--- config.mk ---
export PLATFORM = sky130hd
export DESIGN_NAME = mm_seq_ctrl_flat
export DESIGN_NICKNAME = d
export VERILOG_FILES = /design/src/rtl/mm_seq_ctrl_if.sv /design/src/rtl/mm_seq_ctrl.sv /design/src/flat_wrapper.sv
export SDC_FILE = /design/constraint.sdc
export NUM_CORES = 1
export LEC_CHECK = 0
export CAP_MARGIN = 0
export CELL_PAD_IN_SITES_DETAIL_PLACEMENT = 2
export CELL_PAD_IN_SITES_GLOBAL_PLACEMENT = 2
export CORE_MARGIN = 2
export CORE_UTILIZATION = 36
export CTS_CLUSTER_DIAMETER = 150
export DETAILED_ROUTE_END_ITERATION = 8
export PLACE_DENSITY = 0.81
export SYNTH_ARGS = -nofsm -noshare
export SYNTH_HDL_FRONTEND = slang
export SYNTH_SLANG_ARGS = --single-unit
--- constraint.sdc ---
create_clock -name clk -period 4.4 [get_ports clk]
set_clock_uncertainty 0.15 [all_clocks]
set_input_delay 0.88 -clock clk [delete_from_list [all_inputs] [get_ports clk]]
set_output_delay 0.88 -clock clk [all_outputs]
set_load 0.01 [all_outputs]
--- src/rtl/mm_seq_ctrl_if.sv ---
// mm_seq_ctrl_if -- byte stream, operand memory, multiplier and result RAM
// signals of the matrix-multiply sequencer, bundled for port connection.
//   rx_valid/rx_data        : received byte strobe and data
//   tx_valid/tx_data/tx_ready: outgoing byte handshake
//   mem_we/mem_sel/mem_addr/mem_wdata : operand write port (sel 0 = A, 1 = B)
//   mult_start/mult_done    : multiplier start pulse / completion strobe
//   res_addr/res_rdata      : result RAM read port (1-cycle read latency)
// modport master = sequencer side, modport slave = surrounding system.
`timescale 1ns/1ps
interface mm_seq_ctrl_if #(
    parameter int unsigned ADDR_W    = 8,
    parameter int unsigned RES_BYTES = 2
);
    logic                     rx_valid;
    logic [7:0]               rx_data;
    logic                     tx_valid;
    logic [7:0]               tx_data;
    logic                     tx_ready;
    logic                     mem_we;
    logic                     mem_sel;
    logic [ADDR_W-1:0]        mem_addr;
    logic [7:0]               mem_wdata;
    logic                     mult_start;
    logic                     mult_done;
    logic [ADDR_W-1:0]        res_addr;
    logic [8*RES_BYTES-1:0]   res_rdata;

    modport master (
        input  rx_valid, rx_data, tx_ready, mult_done, res_rdata,
        output tx_valid, tx_data, mem_we, mem_sel, mem_addr, mem_wdata,
               mult_start, res_addr
    );

    modport slave (
        output rx_valid, rx_data, tx_ready, mult_done, res_rdata,
        input  tx_valid, tx_data, mem_we, mem_sel, mem_addr, mem_wdata,
               mult_start, res_addr
    );
endinterface

--- src/rtl/mm_seq_ctrl.sv ---
// mm_seq_ctrl -- byte-stream sequencer for a matrix multiplier.
// Receives a 3-byte header (M, K, N), streams M*K bytes of A and K*N bytes
// of B into operand memory, starts the multiplier, then reads M*N result
// elements and transmits each as RES_BYTES bytes, MSB first.
// Ports:
//   clk, rst           : clock (rising edge), asynchronous active-high reset
//   bus (master)       : rx/tx byte streams, operand memory, multiplier and
//                        result RAM signals (see mm_seq_ctrl_if)
//   m_dim/k_dim/n_dim  : latched matrix dimensions
//   state              : current state encoding
//   err                : sticky error flag, cleared by the next header byte
//   done               : one-cycle pulse after the last result byte is taken
`timescale 1ns/1ps
module mm_seq_ctrl #(
    parameter int unsigned DIM_W     = 4,
    parameter int unsigned ADDR_W    = 8,
    parameter int unsigned RES_BYTES = 2,
    parameter int unsigned TIMEOUT   = 65535
) (
    input  logic             clk,
    input  logic             rst,
    mm_seq_ctrl_if.master    bus,
    output logic [DIM_W-1:0] m_dim,
    output logic [DIM_W-1:0] k_dim,
    output logic [DIM_W-1:0] n_dim,
    output logic [2:0]       state,
    output logic             err,
    output logic             done
);
    localparam int unsigned CNT_W     = 2 * DIM_W;
    localparam int unsigned RES_W     = 8 * RES_BYTES;
    localparam logic [31:0] TO_LAST   = 32'(TIMEOUT - 1);
    localparam logic [7:0]  BYTE_LAST = 8'(RES_BYTES - 1);

    typedef enum logic [2:0] {
        IDLE    = 3'd0,
        HDR     = 3'd1,
        LOAD_A  = 3'd2,
        LOAD_B  = 3'd3,
        COMPUTE = 3'd4,
        SEND    = 3'd5,
        ERROR   = 3'd6
    } state_t;

    // SEND sub-phases: address presented, read data captured, bytes going out
    typedef enum logic [1:0] {
        PH_ADDR,
        PH_CAP,
        PH_XMIT
    } phase_t;

    state_t              st;
    phase_t              phase;
    logic                hdr_n;      // next header byte is n_dim
    logic [CNT_W-1:0]    cnt;        // element index for loads and send
    logic [31:0]         idle_cnt;
    logic [RES_W-1:0]    shreg;      // remaining bytes of current element
    logic [7:0]          byte_idx;

    logic                tx_valid;
    logic [7:0]          tx_data;
    logic                mem_we;
    logic                mem_sel;
    logic [ADDR_W-1:0]   mem_addr;
    logic [7:0]          mem_wdata;
    logic                mult_start;
    logic [ADDR_W-1:0]   res_addr;

    // Element counts at full 2*DIM_W width so MAX_DIM*MAX_DIM never truncates
    logic [CNT_W-1:0] mk_last, kn_last, mn_last;
    assign mk_last = CNT_W'(m_dim) * CNT_W'(k_dim) - CNT_W'(1);
    assign kn_last = CNT_W'(k_dim) * CNT_W'(n_dim) - CNT_W'(1);
    assign mn_last = CNT_W'(m_dim) * CNT_W'(n_dim) - CNT_W'(1);

    assign bus.tx_valid   = tx_valid;
    assign bus.tx_data    = tx_data;
    assign bus.mem_we     = mem_we;
    assign bus.mem_sel    = mem_sel;
    assign bus.mem_addr   = mem_addr;
    assign bus.mem_wdata  = mem_wdata;
    assign bus.mult_start = mult_start;
    assign bus.res_addr   = res_addr;
    assign state          = st;

    always_ff @(posedge clk or posedge rst) begin
        if (rst) begin
            st         <= IDLE;
            phase      <= PH_ADDR;
            hdr_n      <= 1'b0;
            cnt        <= '0;
            idle_cnt   <= '0;
            shreg      <= '0;
            byte_idx   <= '0;
            tx_valid   <= 1'b0;
            tx_data    <= '0;
            mem_we     <= 1'b0;
            mem_sel    <= 1'b0;
            mem_addr   <= '0;
            mem_wdata  <= '0;
            mult_start <= 1'b0;
            res_addr   <= '0;
            m_dim      <= '0;
            k_dim      <= '0;
            n_dim      <= '0;
            err        <= 1'b0;
            done       <= 1'b0;
        end else begin
            mem_we     <= 1'b0;
            mult_start <= 1'b0;
            done       <= 1'b0;

            case (st)
                IDLE: begin
                    if (bus.rx_valid) begin
                        m_dim    <= bus.rx_data[DIM_W-1:0];
                        err      <= 1'b0;
                        hdr_n    <= 1'b0;
                        idle_cnt <= '0;
                        st       <= HDR;
                    end
                end

                HDR, LOAD_A, LOAD_B: begin
                    if (!bus.rx_valid) begin
                        // rx_valid on the expiring cycle takes the other branch
                        if (idle_cnt == TO_LAST) begin
                            idle_cnt <= '0;
                            err      <= 1'b1;
                            tx_valid <= 1'b1;
                            tx_data  <= 8'hEE;
                            st       <= ERROR;
                        end else begin
                            idle_cnt <= idle_cnt + 32'd1;
                        end
                    end else begin
                        idle_cnt <= '0;
                        case (st)
                            HDR: begin
                                if (!hdr_n) begin
                                    k_dim <= bus.rx_data[DIM_W-1:0];
                                    hdr_n <= 1'b1;
                                end else begin
                                    n_dim <= bus.rx_data[DIM_W-1:0];
                                    cnt   <= '0;
                                    if (m_dim == '0 || k_dim == '0 ||
                                        bus.rx_data[DIM_W-1:0] == '0) begin
                                        err      <= 1'b1;
                                        tx_valid <= 1'b1;
                                        tx_data  <= 8'hEE;
                                        st       <= ERROR;
                                    end else begin
                                        st <= LOAD_A;
                                    end
                                end
                            end
                            LOAD_A: begin
                                mem_we    <= 1'b1;
                                mem_sel   <= 1'b0;
                                mem_addr  <= ADDR_W'(cnt);
                                mem_wdata <= bus.rx_data;
                                if (cnt == mk_last) begin
                                    cnt <= '0;
                                    st  <= LOAD_B;
                                end else begin
                                    cnt <= cnt + CNT_W'(1);
                                end
                            end
                            LOAD_B: begin
                                mem_we    <= 1'b1;
                                mem_sel   <= 1'b1;
                                mem_addr  <= ADDR_W'(cnt);
                                mem_wdata <= bus.rx_data;
                                if (cnt == kn_last) begin
                                    cnt        <= '0;
                                    mult_start <= 1'b1;
                                    st         <= COMPUTE;
                                end else begin
                                    cnt <= cnt + CNT_W'(1);
                                end
                            end
                            default: ;
                        endcase
                    end
                end

                COMPUTE: begin
                    if (bus.mult_done) begin
                        cnt      <= '0;
                        res_addr <= '0;
                        phase    <= PH_ADDR;
                        st       <= SEND;
                    end
                end

                SEND: begin
                    case (phase)
                        PH_ADDR: phase <= PH_CAP;
                        PH_CAP: begin
                            tx_data  <= bus.res_rdata[RES_W-1 -: 8];
                            shreg    <= bus.res_rdata << 8;
                            byte_idx <= '0;
                            tx_valid <= 1'b1;
                            phase    <= PH_XMIT;
                        end
                        default: begin
                            if (tx_valid && bus.tx_ready) begin
                                if (byte_idx == BYTE_LAST) begin
                                    tx_valid <= 1'b0;
                                    if (cnt == mn_last) begin
                                        done <= 1'b1;
                                        st   <= IDLE;
                                    end else begin
                                        cnt      <= cnt + CNT_W'(1);
                                        res_addr <= ADDR_W'(cnt + CNT_W'(1));
                                        phase    <= PH_ADDR;
                                    end
                                end else begin
                                    byte_idx <= byte_idx + 8'd1;
                                    tx_data  <= shreg[RES_W-1 -: 8];
                                    shreg    <= shreg << 8;
                                end
                            end
                        end
                    endcase
                end

                ERROR: begin
                    if (tx_valid && bus.tx_ready) begin
                        tx_valid <= 1'b0;
                        st       <= IDLE;
                    end
                end

                default: st <= IDLE;
            endcase
        end
    end
endmodule
--- src/flat_wrapper.sv ---
// flat-port wrapper written by rule: the top's interface ports become plain ports
module mm_seq_ctrl_flat 
#(
    parameter int unsigned DIM_W     = 4,
    parameter int unsigned ADDR_W    = 8,
    parameter int unsigned RES_BYTES = 2,
    parameter int unsigned TIMEOUT   = 65535
)
  (clk, rst, m_dim, k_dim, n_dim, state, err, done, bus_rx_valid, bus_rx_data, bus_tx_ready, bus_mult_done, bus_res_rdata, bus_tx_valid, bus_tx_data, bus_mem_we, bus_mem_sel, bus_mem_addr, bus_mem_wdata, bus_mult_start, bus_res_addr);
  mm_seq_ctrl_if #(.ADDR_W(ADDR_W), .RES_BYTES(RES_BYTES)) bus_i ();
  input  logic clk;
  input  logic rst;
  output logic [DIM_W-1:0] m_dim;
  output logic [DIM_W-1:0] k_dim;
  output logic [DIM_W-1:0] n_dim;
  output logic [2:0] state;
  output logic err;
  output logic done;
  input wire logic [$bits(bus_i.rx_valid)-1:0] bus_rx_valid;
  input wire logic [$bits(bus_i.rx_data)-1:0] bus_rx_data;
  input wire logic [$bits(bus_i.tx_ready)-1:0] bus_tx_ready;
  input wire logic [$bits(bus_i.mult_done)-1:0] bus_mult_done;
  input wire logic [$bits(bus_i.res_rdata)-1:0] bus_res_rdata;
  output wire logic [$bits(bus_i.tx_valid)-1:0] bus_tx_valid;
  output wire logic [$bits(bus_i.tx_data)-1:0] bus_tx_data;
  output wire logic [$bits(bus_i.mem_we)-1:0] bus_mem_we;
  output wire logic [$bits(bus_i.mem_sel)-1:0] bus_mem_sel;
  output wire logic [$bits(bus_i.mem_addr)-1:0] bus_mem_addr;
  output wire logic [$bits(bus_i.mem_wdata)-1:0] bus_mem_wdata;
  output wire logic [$bits(bus_i.mult_start)-1:0] bus_mult_start;
  output wire logic [$bits(bus_i.res_addr)-1:0] bus_res_addr;
  assign bus_i.rx_valid = bus_rx_valid;
  assign bus_i.rx_data = bus_rx_data;
  assign bus_i.tx_ready = bus_tx_ready;
  assign bus_i.mult_done = bus_mult_done;
  assign bus_i.res_rdata = bus_res_rdata;
  assign bus_tx_valid = bus_i.tx_valid;
  assign bus_tx_data = bus_i.tx_data;
  assign bus_mem_we = bus_i.mem_we;
  assign bus_mem_sel = bus_i.mem_sel;
  assign bus_mem_addr = bus_i.mem_addr;
  assign bus_mem_wdata = bus_i.mem_wdata;
  assign bus_mult_start = bus_i.mult_start;
  assign bus_res_addr = bus_i.res_addr;
  mm_seq_ctrl #(.DIM_W(DIM_W), .ADDR_W(ADDR_W), .RES_BYTES(RES_BYTES), .TIMEOUT(TIMEOUT)) u_core (.clk(clk), .rst(rst), .bus(bus_i), .m_dim(m_dim), .k_dim(k_dim), .n_dim(n_dim), .state(state), .err(err), .done(done));
endmodule
==> reports/results.txt <==
The run finished with clean final reports. Horizontal extent of the die: 147 um. Measured in cells, the most critical reg-to-reg path has a length of 15. When the netlist entered floorplanning its net count stood at 866. After synthesis, the cell types taking the most area are sky130_fd_sc_hd__dfrtp_1 38%, sky130_fd_sc_hd__ha_1 9.0%, sky130_fd_sc_hd__nand2_1 5.9%, sky130_fd_sc_hd__xor2_1 4.9%, sky130_fd_sc_hd__mux2_2 4.7%.

The multi-input combinational cells in the finished layout cover a total of 0.00446 mm^2. 0 antenna diodes ended up in the layout. For the number of H-tree branching levels, the log shows 3. The via count normalized by instance count is 5.48, and the setup slack on the worst flop-to-flop path is 20 ps.

The pre-antenna-repair detailed-routing pass consisted of 4 iterations. The clock tree root buffer cell is sky130_fd_sc_hd__clkbuf_16. Across the run, the number of max-cap violations was 0.

Number of synthesized flops with an enable pin: 0. Traced cell by cell, the critical path runs through buf_4 -> nand2_1 -> ha_1 -> fa_1 -> inv_1 -> fa_1 -> ha_4 -> a211o_4 -> a21o_1 -> a211oi_1 -> o211ai_1 -> o31a_1 -> nor3_4 -> and2b_2 -> mux2i_1. The run gives 6,136 as the total via count after detailed routing. The CTS sink count is 112, and the post-DP HPWL is 17,100 um. The first global-routing pass estimated 39,400 um of wire. The number of buffers and inverters on the critical path was 2. Averaged over all synthesized cells, the footprint is 9.56 um^2. The clock passes through at most 2 buffers. The transition time at the pin with the least slew margin is 1050 ps. For this design, the slowest cell found on the critical path is sky130_fd_sc_hd__fa_1. The mapped netlist covers 0.00735 mm^2. The count of input and output buffers is 81, and the detailed router's first-iteration violation count is 302.

The final count of negative-setup-slack endpoints was 0. The synthesized netlist contains 66 unique library cells. The finished cells cover 0.00901 mm^2.

The number of hold violations in the final report was 0; the maximum number of pins on one net before global-route repair was 80. The largest total area in the synthesized netlist belongs to sky130_fd_sc_hd__dfrtp_1. The core footprint came out at 0.0202 mm^2. Relative slew slack: 0.297. For the initial antenna violation count, the log shows 0. In this design, the critical path's most frequently occurring cell is sky130_fd_sc_hd__fa_1. The cell depth of the worst hold path came out at 2. The tools report the DRC violations left as 0.

By startpoint and endpoint, the worst setup path is classified as reg -> reg. The kind of cell with the highest combined delay on the critical path is adder cells. The worst path in the final design needs a cycle of 4380 ps, including I/O delays and setup. 82 I/O pins were placed.

For this run, the number of Yosys warnings is 0. The most used flip-flop cell after synthesis is sky130_fd_sc_hd__dfrtp_1. The routed wirelength normalized by instance count was 22.5 um; the endpoint arrival time on the critical path was 4460 ps. The required time at the endpoint of the critical path is 4480 ps, and the flip-flop and latch count after synthesis is 112. The sequential fraction of the synthesis area was 0.381; the wire length after detailed routing was 25,200 um. The share of cells above drive strength 1 works out to 0.148. Share of async-settable or async-resettable flops after synthesis: 1.00. Clock-pin slew was measured on the worst setup and hold paths at 80 ps.

The tools report the launching element type of the critical path as a register. In this design, the stage delay of the slowest critical-path cell is 550 ps. Leaving out fill and tap cells, the most frequent cell in the layout is sky130_fd_sc_hd__nand2_1. The final number of max-transition violations was 0; the sequential cell area was 0.00281 mm^2. The number of rows created at floorplan is 52. The starting density of the core is 0.365, and the largest fanout of any net on the critical path is 4. TritonCTS built the clock tree. The area share of the largest cell type after synthesis is 0.381, and the synthesis-to-finish area growth is 22.6%.

Clock latency on the worst-skew pair, taken at its later pin, is 370 ps. The top cell types in the final layout, fill and taps aside, are 115 x sky130_fd_sc_hd__nand2_1, 108 x sky130_fd_sc_hd__dfrtp_1, 81 x sky130_fd_sc_hd__clkdlybuf4s50_1. Global routing finished with a remaining overflow of 0. For this run, the post-layout net count is 942.

STA classifies the critical path endpoint as a register. In this run the number of cells on the critical path is 15. The tools report the total routing resource utilization after global routing as 0.233. The path class of the tightest hold or removal check is reg -> reg. Synthesis produced 769 cells. Share of the cycle needed by the critical path after routing: 0.997. The die covers 0.0216 mm^2.

The maximum frequency from static timing analysis came out at 0.228 GHz. The number of global-route vias before repair is 7,062, and the number of hold buffers added after cts is 0. Routability-driven placement finished with a final weighted congestion of 0.801.

The detail route stage leaves a number of antenna-violating nets equal to 0. Summing all placed instances gives a cell area of 0.00849 mm^2. The height of the die was 147 um; the number of buffers inserted during clock tree synthesis was 9. The fill cell total of the finished layout is 2,146.
[flip-flops by register name, summed over array words and instances (netlist names), 2 cells and up]
name                  count
u_core.cnt                8
u_core.bus.res_addr       8
u_core.bus.mem_addr       8
u_core.bus.mem_wdata      8
u_core.phase              2
u_core.bus.tx_data        8
u_core.shreg              8
u_core.n_dim              4
u_core.byte_idx           8
u_core.m_dim              4
u_core.k_dim              4
u_core.idle_cnt          32
u_core.state              3
[repair_timing]
| item | 4_1_cts | 5_1_grt |
|---|---|---|
| pin swaps | 3 | 10 |
| endpoints found under the setup margin | 21 | 22 |
| buffers inserted | 2 | 1 |
| resized for setup | 8 | 35 |
[through the flow]
step | hold WS, ps | instances | util | worst slack (ps) | TNS (ps)
after detailed placement | 341 | 1101 | 0.421 | -125 | -602
after global routing | 375 | 1120 | 0.447 | -101 | -316
after CTS | 360 | 1119 | 0.438 | 2.39 | 0
final | 352 | 1120 | 0.447 | 15.3 | 0
after global placement | 307 | 1101 | 0.421 | 188 | 0
after floorplan | 288 | 769 | - | 233 | 0
[cell usage after synthesis, types with 6 or more instances]
cell type,n
sky130_fd_sc_hd__nor3_1,12
sky130_fd_sc_hd__nand4_1,11
sky130_fd_sc_hd__nor2_1,55
sky130_fd_sc_hd__mux2_2,31
sky130_fd_sc_hd__nor4_1,8
sky130_fd_sc_hd__o31ai_1,9
sky130_fd_sc_hd__nand2b_1,6
sky130_fd_sc_hd__xnor2_1,31
sky130_fd_sc_hd__xor2_1,41
sky130_fd_sc_hd__a21oi_1,24
sky130_fd_sc_hd__o2bb2ai_1,8
sky130_fd_sc_hd__dfrtp_1,112
sky130_fd_sc_hd__o21ai_0,34
sky130_fd_sc_hd__buf_2,10
sky130_fd_sc_hd__nand2_1,115
sky130_fd_sc_hd__nand3_1,25
sky130_fd_sc_hd__fa_1,15
sky130_fd_sc_hd__ha_1,53
sky130_fd_sc_hd__clkbuf_1,26
sky130_fd_sc_hd__and2_1,18
sky130_fd_sc_hd__inv_1,40
[final timing paths]
| check | from | endpoint |
|---|---|---|
| min in group asynchronous | rst | u_core.bus.tx_data[4]$_DFFE_PP0P_ |
| min | u_core.err$_DFFE_PP0P_ | u_core.err$_DFFE_PP0P_ |
| max in group asynchronous | rst | u_core.m_dim[2]$_DFFE_PP0P_ |
| max | u_core.n_dim[3]$_DFFE_PP0P_ | u_core.state[0]$_DFFE_PP0P_ |
| max reg2reg | u_core.n_dim[3]$_DFFE_PP0P_ | u_core.state[0]$_DFFE_PP0P_ |
| min reg2reg | u_core.err$_DFFE_PP0P_ | u_core.err$_DFFE_PP0P_ |
[cells by family after synthesis]
group,count (synthesis),share of synthesized area
compound gates,115,0.112
xor+xnor,72,0.0857
fa+ha+maj,68,0.131
buf+inv,78,0.0425
flops,112,0.381
mux,34,0.0515
simple gates,290,0.196
[worst reg2reg max path: cells and delay by family (launching register included)]
kind / cells / cell delay [ps]
adders and majority gates: 4 / 1590
and+or+nand+nor: 3 / 520
muxes: 1 / 80
AOI/OAI and AO/OA: 5 / 1310
buffers and inverters: 2 / 210
DFF: 1 / 400
[metal layers]
| metal | routed length [um] | vias up | global-route usage |
|---|---|---|---|
| met5 | 0 | - | 0 |
| met4 | 859 | 0 | 0.0861 |
| met3 | 663 | 45 | 0.0252 |
| met2 | 13300 | 114 | 0.434 |
| met1 | 10300 | 3201 | 0.276 |
| li1 | - | 2776 | - |
[final cells by class]
| type | count | area share |
|---|---|---|
| Multi-Input combinational cell | 579 | 0.494 |
| Sequential cell | 112 | 0.311 |
| Timing Repair Buffer | 103 | 0.108 |
| Tap cell | 270 | 0.0375 |
| Clock buffer | 11 | 0.0269 |
| Inverter | 40 | 0.0169 |
| Clock inverter | 5 | 0.00458 |
Power is left out: the tool's default activity adds up to more than one toggle a clock period on the data nets, which glitch-free logic cannot reach.
